`src/rtl/ai_task_queue.sv`:
```
// ai_task_queue: task FIFO with lowest-idle-unit dispatch, completion tracking and a register window.
module ai_task_queue #(
    parameter int ADDR_WIDTH = 32,
    parameter int DATA_WIDTH = 64,
    parameter int DEPTH      = 8,
    parameter int NUM_UNITS  = 4
) (
    input  logic                      clk,
    input  logic                      rst_n,
    input  logic                      task_valid,
    input  logic [7:0]                task_id,
    input  logic [7:0]                task_type,
    output logic                      task_ready,
    output logic                      task_done,
    input  logic                      req,
    input  logic                      we,
    input  logic [ADDR_WIDTH-1:0]     addr,
    input  logic [DATA_WIDTH-1:0]     wdata,
    input  logic [DATA_WIDTH/8-1:0]   be,
    output logic [DATA_WIDTH-1:0]     rdata,
    output logic                      ready,
    output logic                      error,
    output logic [NUM_UNITS-1:0]      disp_valid,
    output logic [7:0]                disp_id,
    output logic [7:0]                disp_type,
    input  logic [NUM_UNITS-1:0]      unit_done
);
    localparam int AW = $clog2(DEPTH);
    localparam int UW = NUM_UNITS > 1 ? $clog2(NUM_UNITS) : 1;

    logic [15:0]           mem_q [DEPTH];
    logic [7:0]            unit_id_q [NUM_UNITS];
    logic [AW-1:0]         wr_q, rd_q;
    logic [AW:0]           count_q, count_d;
    logic [NUM_UNITS-1:0]  busy_q, busy_d, idle, sel_oh, done_eff, disp_valid_q;
    logic [UW-1:0]         sel;
    logic [31:0]           done_cnt_q, done_cnt_d;
    logic [7:0]            last_id_q, last_id_d, disp_id_q, disp_type_q;
    logic [3:0]            ncomp;
    logic [15:0]           head;
    logic [DATA_WIDTH-1:0] rd_d, rdata_q;
    logic                  enable_q, enable_d, err_q, err_d, task_ready_q, task_ready_d, task_done_q;
    logic                  ready_q, error_q, acc, wr, a_ctrl, a_stat, a_cnt, a_last, mapped;
    logic                  flush, push, pop;
    logic                  unused_ok;

    assign unused_ok = ^{wdata[DATA_WIDTH-1:17], wdata[15:2], be[DATA_WIDTH/8-1:1]};

    assign head   = mem_q[rd_q];
    assign acc    = req && !ready_q;
    assign wr     = acc && we;
    assign a_ctrl = addr == ADDR_WIDTH'(0);
    assign a_stat = addr == ADDR_WIDTH'(8);
    assign a_cnt  = addr == ADDR_WIDTH'(16);
    assign a_last = addr == ADDR_WIDTH'(24);
    assign mapped = a_ctrl || a_stat || a_cnt || a_last;

    always_comb begin
        idle     = ~busy_q;
        sel_oh   = idle & (~idle + NUM_UNITS'(1));
        sel      = '0;
        for (int i = NUM_UNITS - 1; i >= 0; i--)
            if (idle[i]) sel = UW'(i);
        flush    = wr && a_ctrl && be[0] && wdata[1];
        enable_d = (wr && a_ctrl && be[0]) ? wdata[0] : enable_q;
        push     = task_valid && task_ready_q && !flush;
        pop      = (count_q != '0) && (|idle) && !flush;
        count_d  = flush ? '0 : count_q + (AW+1)'(push) - (AW+1)'(pop);
        task_ready_d = enable_d && (count_d < (AW+1)'(DEPTH));
        done_eff = unit_done & busy_q;
        busy_d   = (busy_q & ~done_eff) | (pop ? sel_oh : '0);
        ncomp    = '0;
        last_id_d = last_id_q;
        // ascending scan so the highest-index completing unit wins
        for (int i = 0; i < NUM_UNITS; i++) begin
            ncomp = ncomp + 4'(done_eff[i]);
            if (done_eff[i]) last_id_d = unit_id_q[i];
        end
        done_cnt_d = done_cnt_q + 32'(ncomp);
        err_d = (|(unit_done & ~busy_q)) || (err_q && !(wr && a_stat && wdata[16]));
        rd_d = '0;
        rd_d[0] = a_ctrl && enable_q;
        if (a_stat) begin
            rd_d[7:0]  = 8'(count_q);
            rd_d[15:8] = 8'(busy_q);
            rd_d[16]   = err_q;
        end
        if (a_cnt) rd_d[31:0] = done_cnt_q;
        if (a_last) rd_d[7:0] = last_id_q;
    end

    always_ff @(posedge clk)
        if (push) mem_q[wr_q] <= {task_id, task_type};

    always_ff @(posedge clk) begin
        if (!rst_n) begin
            wr_q         <= '0;
            rd_q         <= '0;
            count_q      <= '0;
            busy_q       <= '0;
            done_cnt_q   <= '0;
            last_id_q    <= '0;
            err_q        <= 1'b0;
            enable_q     <= 1'b1;
            task_ready_q <= 1'b0;
            task_done_q  <= 1'b0;
            disp_valid_q <= '0;
            disp_id_q    <= '0;
            disp_type_q  <= '0;
            ready_q      <= 1'b0;
            error_q      <= 1'b0;
            rdata_q      <= '0;
            for (int i = 0; i < NUM_UNITS; i++) unit_id_q[i] <= '0;
        end else begin
            wr_q         <= push ? wr_q + AW'(1) : wr_q;
            rd_q         <= flush ? wr_q : (pop ? rd_q + AW'(1) : rd_q);
            count_q      <= count_d;
            busy_q       <= busy_d;
            done_cnt_q   <= done_cnt_d;
            last_id_q    <= last_id_d;
            err_q        <= err_d;
            enable_q     <= enable_d;
            task_ready_q <= task_ready_d;
            task_done_q  <= |done_eff;
            disp_valid_q <= pop ? sel_oh : '0;
            if (pop) begin
                disp_id_q      <= head[15:8];
                disp_type_q    <= head[7:0];
                unit_id_q[sel] <= head[15:8];
            end
            ready_q <= acc;
            error_q <= acc && !mapped;
            rdata_q <= (acc && mapped) ? rd_d : '0;
        end
    end

    assign task_ready = task_ready_q;
    assign task_done  = task_done_q;
    assign disp_valid = disp_valid_q;
    assign disp_id    = disp_id_q;
    assign disp_type  = disp_type_q;
    assign rdata      = rdata_q;
    assign ready      = ready_q;
    assign error      = error_q;
endmodule

```
`config.mk`:
```
export PLATFORM = sky130hd
export DESIGN_NAME = ai_task_queue
export DESIGN_NICKNAME = d
export VERILOG_FILES = /design/src/rtl/ai_task_queue.sv
export SDC_FILE = /design/constraint.sdc
export NUM_CORES = 1
export LEC_CHECK = 0
export ABC_AREA = 1
export BUFFER_PORTS_ARGS = -buffer_cell sky130_fd_sc_hd__buf_2
export CAP_MARGIN = 20
export CORE_AREA = 2 2 156 158
export DETAILED_ROUTE_END_ITERATION = 10
export DIE_AREA = 0 0 158 160
export PLACE_DENSITY = 0.78
export SETUP_SLACK_MARGIN = 0.2
export SYNTH_ARGS = -nofsm -noshare
export SYNTH_HDL_FRONTEND = slang
export SYNTH_SLANG_ARGS = --single-unit
```
`constraint.sdc`:
```
create_clock -name clk -period 3.12 [get_ports clk]
set_clock_uncertainty 0.15 [all_clocks]
set_input_delay 0.156 -clock clk [delete_from_list [all_inputs] [get_ports clk]]
set_output_delay 0.156 -clock clk [all_outputs]
set_load 0.02 [all_outputs]
```
== After elaboration in Yosys (flattened, before gate mapping) ==
Memory sizes are Yosys's and may differ from the RTL's. A register that Yosys moved wholly into a read port is not among the register bits.
Index checks and enable logic that the tools add are counted.
Word-level totals
  memories: 2
  word-level logic and storage cells: 102
  register bits: 144
  output and inout bits: 88
  bits in writable memories: 160
  input port bits: 129
Memories
  mem_q: depth 8, width 16, rd ports 1, clocked after memory_dff 1, write ports 1, RTL line 31  | logic [15:0] mem_q [DEPTH];
  unit_id_q: depth 4, width 8, rd ports 4, clocked after memory_dff 0, write ports 4, RTL line 32  | logic [7:0] unit_id_q [NUM_UNITS];
Operators by class
  bitwise gates (word level): 8
  reduce and logical (&&, ||, !) cells: 34
  add/subtract/negate cells: 9
  multiplexer cells: 27
  $lt $le $gt $ge: 1
  equality and inequality tests: 3
Operators by type and width (count)
  32-bit by 5-bit == test with 1-bit output (second input constant): 2
  8-bit 2-to-1 mux: 6
  17-bit 2-to-1 mux: 2
  32-bit by 4-bit adder with 32-bit output: 1
  32-bit by 4-bit == test with 1-bit output (second input constant): 1
  32-bit zero test: 1
  4-bit AND: 4
  1-bit logical AND: 16
  3-bit 2-to-1 mux: 4
  4-bit NOT: 3
  4-bit OR reduction: 3
  2-bit 2-to-1 mux: 5
  1-bit 2-to-1 mux: 8
  4-bit 2-to-1 mux: 2
  4-bit nonzero test: 2
  8-bit OR reduction: 1
  3-bit by 1-bit adder with 3-bit output (second input constant): 2
  3-bit by 1-bit adder with 4-bit output: 1
  4-bit by 1-bit adder with 4-bit output: 1
  4-bit by 1-bit adder with 4-bit output (second input constant): 1
  1-bit zero test: 4
  1-bit logical OR: 4
  4-bit < comparator (second input constant): 1
  4-bit bitwise OR: 1
  6 further kinds: 6

== Depth between registers and ports, before layout ==
Gate-level depths: netlist of run 1.
  depth in word-level cells: 13
  gate-level depth with buffers: 16
  mapped depth without buffers: 16

== Worst setup path before layout of run 1 ==
Ideal clock, no wire load.
  path type: reg-to-reg
  start point: register busy_q[1]
  end point: register done_cnt_q[16]
  clock period less this slack: 3168 ps
  cell stages (with the launch flop): 16
  slack: -48 ps
  setup time: 70 ps
  arrival: 2948 ps
  required time: 2900 ps
  path buffers: 0
  cells stage by stage: dfxtp_1 > nand2_1 > clkinv_1 > fa_1 > fa_1 > inv_1 > fa_1 > nor2_1 > inv_1 > nor2_1 > nand2_1 > inv_1 > nand2_1 > nor3b_1 > nand2_1 > a21oi_1
On the way
  longest elaborated chain between the ends: 5
RTL lines
  start, declared: RTL line 35  | logic [NUM_UNITS-1:0] busy_q, busy_d, idle, sel_oh, done_eff, disp_valid_q;
  start signal, assigned: RTL line 118  | busy_q <= busy_d;
  4-bit AND: RTL line 70  | done_eff = unit_done & busy_q;
  1-bit by 1-bit adder with 2-bit output: RTL line 76  | ncomp = ncomp + 4'(done_eff[i]);
  2-bit by 1-bit adder with 3-bit output: RTL line 76
  3-bit by 1-bit adder with 4-bit output: RTL line 76
  32-bit by 4-bit adder with 32-bit output: RTL line 79  | done_cnt_d = done_cnt_q + 32'(ncomp);
  end signal, assigned: RTL line 119  | done_cnt_q <= done_cnt_d;
  end, declared: RTL line 37  | logic [31:0] done_cnt_q, done_cnt_d;
No other way between the ends.
A chain may end at the register's enable or synchronous reset.

== Final worst setup path of run 1 ==
  start point: register busy_q[0]
  end point: register done_cnt_q[16]
The elaborated chain is that of the path after synthesis.

==> flow_summary.toml, run 1 <==
[outcome]
status = "finished clean"

[timing]
period_needed_ns = 2.87
fmax_mhz = 349
rsz0062_at_grt = "true"
fin_crit_sh_pct = 91.9
setup_viol = 0
slew_headroom_pct = 56.7
tightest_slew_ns = 0.649
maxSlewViolCount = 0
finalHoldViolations = 0
tns_ns = 0

[run]
maxCapViolCount = 0

[floorplan]
die_w_um = 158
row_count = 57
start_util_pct = 48.9
fp.dieH_um = 160
core_sq_mm = 0.0238
dieArea_sq_mm = 0.0253
io_pins = 217

[synth]
synth_top_area_cell = "edfxtp_1"
async_flop_share_pct = 0
ys_seq_area_share_pct = 61.0
ys_warn_count = 0
synth_cells = 1211
synth_top_cell_area_share_pct = 41.2
dominantRegCellSynth = "edfxtp_1"
synthAdderAreaFrac_pct = 1.65
yosys-top-cells-area = "edfxtp_1, dfxtp_1, nand2_1"
synthMuxAreaShare_pct = 0
synthesis.area_sq_mm = 0.0117
avgSynthCellArea_sq_um = 9.62
synth_compound_area_share_pct = 9.22
yosys.area_share.simple_pct = 20.7
yosys.cell_types.count = 44
ys_ff_latch = 275
synth-edff-count = 160
synth_top_family_by_area = "simple AND/OR/NAND/NOR gates"
synth-xor-area-share_pct = 0.451

[routing]
drtAntennaViolNets = 0
drtIter0Drc = 699
wl_per_cell_um = 15.5
num_vias = 8917
routed_wl_um = 26800
drcViolationCount = 0
firstDrtPassIters = 5
vias_per_cell = 5.16

[grt]
grt_pass1_wl_um = 41700
grt_pass1_vias = 8412
antenna_found_initial = 0
grt_max_degree = 65
overflow = 0
track_usage_pct = 20.8

[power]
powerDensity_mw_per_mm2 = 749
p_leak_uw = 0.00555
max-vdd-ir-drop_mv = 0.572
total_power_uw = 10400

[clock_network]
cts_buffers = 30
htreeDepth = 1
clk_pin_slew_ns = 0.06
cts_tree = "yes"
root_buffer = "clkbuf_16"
cts.sinks = 275
clock_latency_ns = 0.56
cts_buffer_depth = 3

[critical_path]
path_cells = "nand2_4 > inv_1 > fa_1 > fa_2 > inv_1 > fa_2 > nor2_4 > inv_2 > nor2_4 > nand2_2 > inv_2 > nand2_2 > nor3b_2 > nand2_1 > a21oi_2"
worstSetupPathType = "reg -> reg"
end_kind = "flop"
critPathRequiredTime_ns = 3.45
slowest_stage = "fa_1"
startpoint_type = "flop"
path_max_fanout = 3
cp.arrival_ns = 3.20
slowest_delay_ns = 0.58

[final_layout]
diodes = 0
drive_gt1_share_pct = 19.1
nets = 1523
area_growth_pct = 19.5
fin_area_sq_mm = 0.0139
post-route-util_pct = 58.5

[place]
portBuffers = 116
place.gp.congestion = 0.903
dpl.hpwl_um = 17300
place_area_sq_mm = 0.0125

[worst_hold_path]
hp-class = "in -> reg"
-- layout make-up --
type / count / area, sq um
inverter: 102 / 388
fill: 1982 / 9900
clock buffer: 42 / 847
timing repair buffer: 180 / 1150
sequential: 275 / 7110
clock inverter: 14 / 86.3
tap: 324 / 405
multi-input combinational: 792 / 3930
-- power breakdown --
part / switching, uW / leakage (uW) / internal [uW] / total, uW
clock: 1410 / 0.000459 / 1890 / 3300
sequential: 176 / 0.00242 / 4250 / 4430
combinational: 1840 / 0.00267 / 864 / 2700
-- cell families (layout without fill, tap and decap cells) --
logic type      count (synthesis)  count (layout)
buf+inv                       175             338
simple gates                  539             539
xor+xnor                        6               6
compound gates                202             202
other cells                     1              32
fa+ha+maj                      13              13
flops                         275             275
-- worst paths after layout --
path / to / cells after the start / startpoint / slack [ns]
setup reg to reg: done_cnt_q[16]$_SDFF_PN0_ / 15 / busy_q[0]$_SDFF_PN0_ / 0.25
setup / recovery: done_cnt_q[16]$_SDFF_PN0_ / 15 / busy_q[0]$_SDFF_PN0_ / 0.25
hold reg to reg: disp_type[3]$_SDFFE_PN0P_ / 2 / disp_type[3]$_SDFFE_PN0P_ / 0.29
hold / removal: rdata[3]$_SDFF_PN0_ / 8 / addr[22] / 0.02
-- layer usage --
metal / routed length [um] / vias up / track usage (%)
li1: - / 4349 / -
met1: 10900 / 4175 / 26.0
met2: 13400 / 334 / 37.3
met3: 1610 / 59 / 2.85
met4: 788 / 0 / 6.27
met5: 0 / - / 0
-- placed cells by master (no fill, tap or decap), drive strengths merged, types with 9 or more instances in the layout --
cell type      n
dfxtp        115
conb          32
o22ai         33
clkbuf        42
ha             9
nand4          9
a21oi         38
o21ai        123
nand2        227
inv          102
edfxtp       160
dlygate4sd3   32
nor2         208
clkinv        13
buf          148
nor3          20
nand3         63
-- per-stage QoR --
step	instances	setup WS (ns)	hold WS, ns
3_5_place_dp	1634	0.116	0.279
5_1_grt	1729	0.105	0.0446
2_1_floorplan	1242	0.222	0.105
4_1_cts	1723	0.246	0.00255
6_report	1729	0.252	0.0235
3_3_place_gp	1634	0.158	0.271
-- worst max-delay path: cells and delay by family, from the launching register on --
kind / cells / cell delay [ns]
fa+ha+maj: 3 / 1.18
compound gates: 1 / 0.13
flops: 1 / 0.36
simple gates: 7 / 0.74
buf+inv: 4 / 0.23
-- synthesized netlist by cell type (all sizes together), types with 3 or more instances --
| cell | count |
|---|---|
| nand4 | 9 |
| inv | 100 |
| nand3 | 63 |
| or2 | 3 |
| buf | 43 |
| nor3 | 20 |
| edfxtp | 160 |
| nor2 | 208 |
| nand2 | 227 |
| nor4 | 4 |
| clkbuf | 30 |
| xor2 | 4 |
| fa | 4 |
| ha | 9 |
| a21oi | 38 |
| o21ai | 123 |
| dfxtp | 115 |
| o22ai | 33 |
-- timing repair --
| action | 4_1_cts | 5_1_grt |
|---|---|---|
| hold buffers | 32 | 0 |
| endpoints found under the setup margin | 2 | 35 |
| endpoints found under the hold margin | 162 | 0 |
| buffers inserted | 1 | 6 |
| gates resized for setup | 3 | 21 |
| pin swaps | 2 | 11 |
-- state kept, by name (all words and copies together), names as in the netlist, named ones only --
signal / flops
count_q: 4
disp_id: 8
err_q: 1
last_id_q: 8
error: 1
task_done: 1
rdata: 32
rd_q: 3
task_ready: 1
ready: 1
disp_valid: 4
unit_id_q: 32
mem_q: 128
disp_type: 8
done_cnt_q: 32
wr_q: 3
busy_q: 4
enable_q: 1
(Power assumes the default switching activity.)
==> run 2: changes to the inputs <==
--- a/config.mk
+++ b/config.mk
@@ -6,12 +6,12 @@
 export NUM_CORES = 1
 export LEC_CHECK = 0
 export ABC_AREA = 1
-export BUFFER_PORTS_ARGS = -buffer_cell sky130_fd_sc_hd__buf_2
 export CAP_MARGIN = 20
-export CORE_AREA = 2 2 156 158
+export CORE_AREA = 2 2 146 148
 export DETAILED_ROUTE_END_ITERATION = 10
-export DIE_AREA = 0 0 158 160
-export PLACE_DENSITY = 0.78
+export DIE_AREA = 0 0 148 150
+export DONT_BUFFER_PORTS = 1
+export PLACE_DENSITY = 0.75
 export SETUP_SLACK_MARGIN = 0.2
 export SYNTH_ARGS = -nofsm -noshare
 export SYNTH_HDL_FRONTEND = slang
==> run 2 against run 1 <==
The flow now finishes with violations (negative hold slack). Via count shrank 5.5%. Combinational power down 9.6%. Utilization up 5.7 points. Clock-buffer cell count shrank 4. Maximum frequency up 1.5%. Flip-flop and latch count unchanged. Die area decreased by 12%. Routed wire length down 6.7%. Register-to-register slack improved by 0.04 ns. Critical path depth unchanged. Setup slack improved by 0.043 ns. Non-clock buffer count decreased by 110. Critical endpoint unchanged. Highest routed layer unchanged.
==> flow_summary.toml, run 2 (synthesis gave the netlist of run 1 again) <==
[outcome]
status = "finished, violations left"
violations = "negative hold slack"

[place]
placed_cells = 1470
place.gp.congestion = 0.870
portBuffers = 0
dpl.hpwl_um = 16100

[clock_network]
cts.sinks = 275
clock_latency_ns = 0.55
cts_buffer_depth = 3
root_buffer = "clkbuf_16"
cts_tree = "yes"
clk_pin_slew_ns = 0.06
cts_buffers = 28
htreeDepth = 1

[timing]
slew_headroom_pct = 44.5
hold_slack_ns = -0.00646
fmax_mhz = 354
fin_crit_sh_pct = 90.6
period_needed_ns = 2.83
tns_ns = 0
rsz0062_at_grt = "true"
finalHoldViolations = 1
setup_viol = 0
maxSlewViolCount = 0
tightest_slew_ns = 0.831

[routing]
num_vias = 8431
firstDrtPassIters = 5
vias_per_cell = 5.39
drtIter0Drc = 504
routed_wl_um = 25000
drcViolationCount = 0
wl_per_cell_um = 16.0
drtAntennaViolNets = 0

[grt]
grt_max_degree = 65
track_usage_pct = 22.4
antenna_found_initial = 0
grt_pass1_wl_um = 39700
grt_pass1_vias = 8085
overflow = 0

[power]
clkPwrFrac_pct = 31.4
max-vdd-ir-drop_mv = 0.569
p_comb_share_pct = 24.0
p_leak_uw = 0.00503
sw_frac_of_total_pct = 32.5
powerDensity_mw_per_mm2 = 767
intPower_uw = 6880
total_power_uw = 10200
p_sw_uw = 3310
p_seq_share_pct = 44.6

[floorplan]
row_count = 53
io_pins = 217
die_w_um = 148
core_sq_mm = 0.0207
dieArea_sq_mm = 0.0222
fp.dieH_um = 150
start_util_pct = 56.3

[critical_path]
critPathRequiredTime_ns = 3.44
worstSetupPathType = "reg -> reg"
end_kind = "flop"
path_max_fanout = 4
startpoint_type = "flop"
reg2reg_setup_slack_ns = 0.29
cp.arrival_ns = 3.15

[final_layout]
post-route-util_pct = 64.2
largest_register_ffs = 128
top_register = "mem_q"
final_cells = 1563
final_cell_mix = "nand2_1, nor2_1, edfxtp_1"
diodes = 0
nets = 1411
drive_gt1_share_pct = 10.6
area_growth_pct = 13.9
final_common_cell = "nand2_1"

[run]
maxCapViolCount = 0

[worst_hold_path]
hp-class = "in -> reg"
[run 2: cell types whose count changed in the layout (fill, tap and decap cells not counted), moves of 2 or more]
| cell | before | now |
|---|---|---|
| inv_1 | 81 | 84 |
| dlygate4sd3_1 | 32 | 41 |
| clkinv_2 | 6 | 2 |
| clkbuf_16 | 31 | 29 |
| inv_2 | 19 | 16 |
| buf_4 | 31 | 27 |
| buf_2 | 116 | 0 |
| clkbuf_1 | 8 | 6 |
[run 2: critical path, cell delays in order (launching register included)]
cell     delay (ns)
dfxtp_1        0.34
nand2_2        0.08
inv_1          0.06
fa_1           0.57
fa_2           0.21
inv_1          0.05
fa_2           0.36
nor2_4         0.10
inv_1          0.07
nor2_2         0.10
nand2_1        0.08
inv_1          0.07
nand2_1        0.08
nor3b_2        0.20
nand2_1        0.08
a21oi_1        0.14
[run 2: area by class of cell]
type                       instances  area [sq um]
multi-input combinational        792          3910
tap                              275           344
clock inverter                    11          95.1
fill                            1602          7410
clock buffer                      38           790
sequential                       275          7110
inverter                         102           388
timing repair buffer              70           646
[run 2: repair_timing]
item | in CTS | in global routing
setup buffers | 1 | 0
hold buffers | 43 | 0
endpoints found under the setup margin | 2 | 12
endpoints found under the hold margin | 228 | 0
pin swaps | 2 | 3
resized for setup | 3 | 11
[run 2: routing by layer]
layer	wire, um	global-route usage [%]	up-vias	part of all wire (%)
li1	-	-	4122	-
met1	9920	27.4	3895	40
met2	12300	39.3	340	49
met3	1860	3.78	74	7.4
met4	865	9.81	0	3.5
met5	0	0	-	0
[run 2: power by group through the flow]
| stage | logic (uW) | clock network [uW] | registers [uW] |
|---|---|---|---|
| after floorplan | 1780 | 0 | 4550 |
| after global placement | 2260 | 0 | 4620 |
| after detailed placement | 2320 | 0 | 4620 |
| after CTS | 2420 | 3230 | 4550 |
| after global routing | 2760 | 3380 | 4580 |
| final | 2440 | 3200 | 4550 |
[run 2: per-stage QoR]
step	cell area (sq um)	setup slack [ns]
final	13300	0.295
after CTS	13200	0.211
after floorplan	11800	0.222
after global routing	13300	0.105
after global placement	11900	0.145
after detailed placement	11900	0.0902
[run 2: worst paths after layout]
path / from / to / cells after the start
setup / recovery: busy_q[0]$_SDFF_PN0_ / done_cnt_q[16]$_SDFF_PN0_ / 15
hold / removal: be[0] / task_ready$_SDFF_PN0_ / 5
setup reg to reg: busy_q[0]$_SDFF_PN0_ / done_cnt_q[16]$_SDFF_PN0_ / 15
hold reg to reg: done_cnt_q[31]$_SDFF_PN0_ / done_cnt_q[31]$_SDFF_PN0_ / 2
==> run 3: changes to the inputs <==
--- a/config.mk
+++ b/config.mk
@@ -8,9 +8,11 @@
 export ABC_AREA = 1
 export CAP_MARGIN = 20
 export CORE_AREA = 2 2 146 148
+export CTS_BUF_LIST = sky130_fd_sc_hd__clkbuf_4 sky130_fd_sc_hd__clkbuf_8 sky130_fd_sc_hd__clkbuf_16
 export DETAILED_ROUTE_END_ITERATION = 10
 export DIE_AREA = 0 0 148 150
 export DONT_BUFFER_PORTS = 1
+export HOLD_SLACK_MARGIN = 0.03
 export PLACE_DENSITY = 0.75
 export SETUP_SLACK_MARGIN = 0.2
 export SYNTH_ARGS = -nofsm -noshare
==> run 3 against run 2 <==
The flow now finishes without violations. Combinational power about the same. Design area increased by 0.73%. Utilization increased by 0.47 points. Sequential share of layout area decreased by 0.39 points. Final cell count increased by 0.45%. Largest cell class unchanged. Highest routed layer unchanged.
==> flow_summary.toml, run 3 (synthesis gave the netlist of run 1 again) <==
[timing]
slew_headroom_pct = 44.5
period_needed_ns = 2.83
finalHoldViolations = 0
fmax_mhz = 354
tightest_slew_ns = 0.832
fin_crit_sh_pct = 90.6
maxSlewViolCount = 0
setup_viol = 0
tns_ns = 0
rsz0062_at_grt = "true"

[final_layout]
regArea_sq_mm = 0.00711
area_growth_pct = 14.8
drive_gt1_share_pct = 11.3
multi_input_area_sq_mm = 0.00390
diodes = 0
nFillCells = 1589
top_register = "mem_q"
final_common_cell = "nand2_1"
post-route-util_pct = 64.6
nets = 1418
largest_register_ffs = 128
final_cell_mix = "nand2_1, nor2_1, edfxtp_1"

[floorplan]
fp.dieH_um = 150
die_w_um = 148
row_count = 53
core_sq_mm = 0.0207
start_util_pct = 56.3
dieArea_sq_mm = 0.0222
io_pins = 217

[critical_path]
slowest_stage = "fa_1"
r2r.worst_path.cells = 15
cp.buffers_inverters = 4
path_cells = "nand2_2 > inv_1 > fa_1 > fa_2 > inv_1 > fa_2 > nor2_4 > inv_1 > nor2_2 > nand2_1 > inv_1 > nand2_1 > nor3b_2 > nand2_1 > a21oi_1"
reg2reg_setup_slack_ns = 0.29
end_kind = "flop"
slowest_delay_ns = 0.57
critPathRequiredTime_ns = 3.44
startpoint_type = "flop"
worstSetupPathType = "reg -> reg"
path_common_cell = "inv_1"
path_max_fanout = 4
regToRegEndpoint = "done_cnt_q[16]$_SDFF_PN0_"
r2r-start = "busy_q[0]$_SDFF_PN0_"
cp.arrival_ns = 3.14
cpLargestDelayFamily = "adder cells"

[power]
p_comb_share_pct = 23.9
p_sw_uw = 3310
max-vdd-ir-drop_mv = 0.565
powerDensity_mw_per_mm2 = 766
total_power_uw = 10200
p_leak_uw = 0.00509
sw_frac_of_total_pct = 32.3
intPower_uw = 6930
p_seq_share_pct = 44.4
clkPwrFrac_pct = 31.7

[routing]
wl_per_cell_um = 16.2
drtAntennaViolNets = 0
num_vias = 8464
routed_wl_um = 25400
firstDrtPassIters = 5
vias_per_cell = 5.39
drcViolationCount = 0
drtIter0Drc = 444

[clock_network]
cts.sinks = 275
clock_latency_ns = 0.54
root_buffer = "clkbuf_16"
clk_pin_slew_ns = 0.06
htreeDepth = 1
cts_buffer_depth = 3
cts_buffers = 28
cts_tree = "yes"

[run]
maxCapViolCount = 0

[grt]
grt_pass1_vias = 8146
grt_pass1_wl_um = 39800
antenna_found_initial = 0
overflow = 0
track_usage_pct = 22.5
grt_max_degree = 65

[place]
dpl.hpwl_um = 16100
place.gp.congestion = 0.870
portBuffers = 0

[outcome]
status = "finished clean"

[worst_hold_path]
min_to = "task_ready$_SDFF_PN0_"
hp-class = "in -> reg"
worstHoldStart = "addr[5]"
holdPathStages = 7
## run 3: cell types whose count changed in the layout (fill, tap and decap cells not counted)
| cell | before | now |
|---|---|---|
| clkbuf_1 | 6 | 0 |
| clkbuf_4 | 0 | 6 |
| dlygate4sd3_1 | 41 | 45 |
| buf_4 | 27 | 29 |
| nand2_4 | 3 | 5 |
| buf_12 | 1 | 2 |
| nand2_2 | 6 | 5 |
| nand2_8 | 1 | 0 |
| nor2_1 | 185 | 184 |
| nor2_2 | 8 | 9 |
## run 3: power groups by stage
stage	Clock (uW)	Combinational, uW	Sequential [uW]
2_1_floorplan	0	1780	4550
3_3_place_gp	0	2260	4620
3_5_place_dp	0	2320	4620
4_1_cts	3280	2430	4550
5_1_grt	3430	2760	4580
6_report	3250	2450	4550
## run 3: how the worst max path moves through the flow
stage,startpoint,end,cells past startpoint,slack (ns)
final,busy_q[0]$_SDFF_PN0_,done_cnt_q[16]$_SDFF_PN0_,15,0.29
after global routing,busy_q[0]$_SDFF_PN0_,done_cnt_q[16]$_SDFF_PN0_,15,0.10
after CTS,busy_q[1]$_SDFF_PN0_,done_cnt_q[16]$_SDFF_PN0_,15,0.21
after detailed placement,busy_q[1]$_SDFF_PN0_,done_cnt_q[16]$_SDFF_PN0_,15,0.09
after global placement,busy_q[1]$_SDFF_PN0_,done_cnt_q[16]$_SDFF_PN0_,15,0.14
after floorplan,busy_q[3]$_SDFF_PN0_,done_cnt_q[16]$_SDFF_PN0_,15,0.22
## run 3: repair_timing
item,4_1_cts,5_1_grt
setup buffers,1,3
setup endpoints to repair,2,14
resized for setup,3,12
endpoints found under the hold margin,242,1
pin swaps,2,3
hold buffers,46,1
## run 3: tightest hold or removal path, stage by stage
cell	delay, ns
nor2_1	0.03
nand2_1	0.06
nor2_1	0.04
nand2_1	0.09
nor2_4	0.06
nand3_4	0.13
a21oi_1	0.08
## run 3: layout make-up
cell class	instances	share of cell area (%)
multi-input combinational	792	29.2
clock inverter	11	0.711
inverter	102	2.90
sequential	275	53.2
tap	275	2.57
clock buffer	38	6.07
timing repair buffer	77	5.39
## run 3: metal layers
layer,global-route usage (%),part of all wire [%],vias up
met3,3.69,6.7,75
met5,0,0,-
li1,-,-,4137
met1,27.7,40,3915
met2,39.4,50,337
met4,9.19,3.3,0
## run 3: stage by stage
stage,std cells,worst slack [ns],hold slack (ns),instance area [sq um]
2_1_floorplan,1242,0.222,0.105,11800
3_3_place_gp,1470,0.145,0.0894,11900
4_1_cts,1566,0.211,0.0337,13300
5_1_grt,1570,0.104,0.0580,13400
3_5_place_dp,1470,0.0902,0.0899,11900
6_report,1570,0.293,0.0172,13400
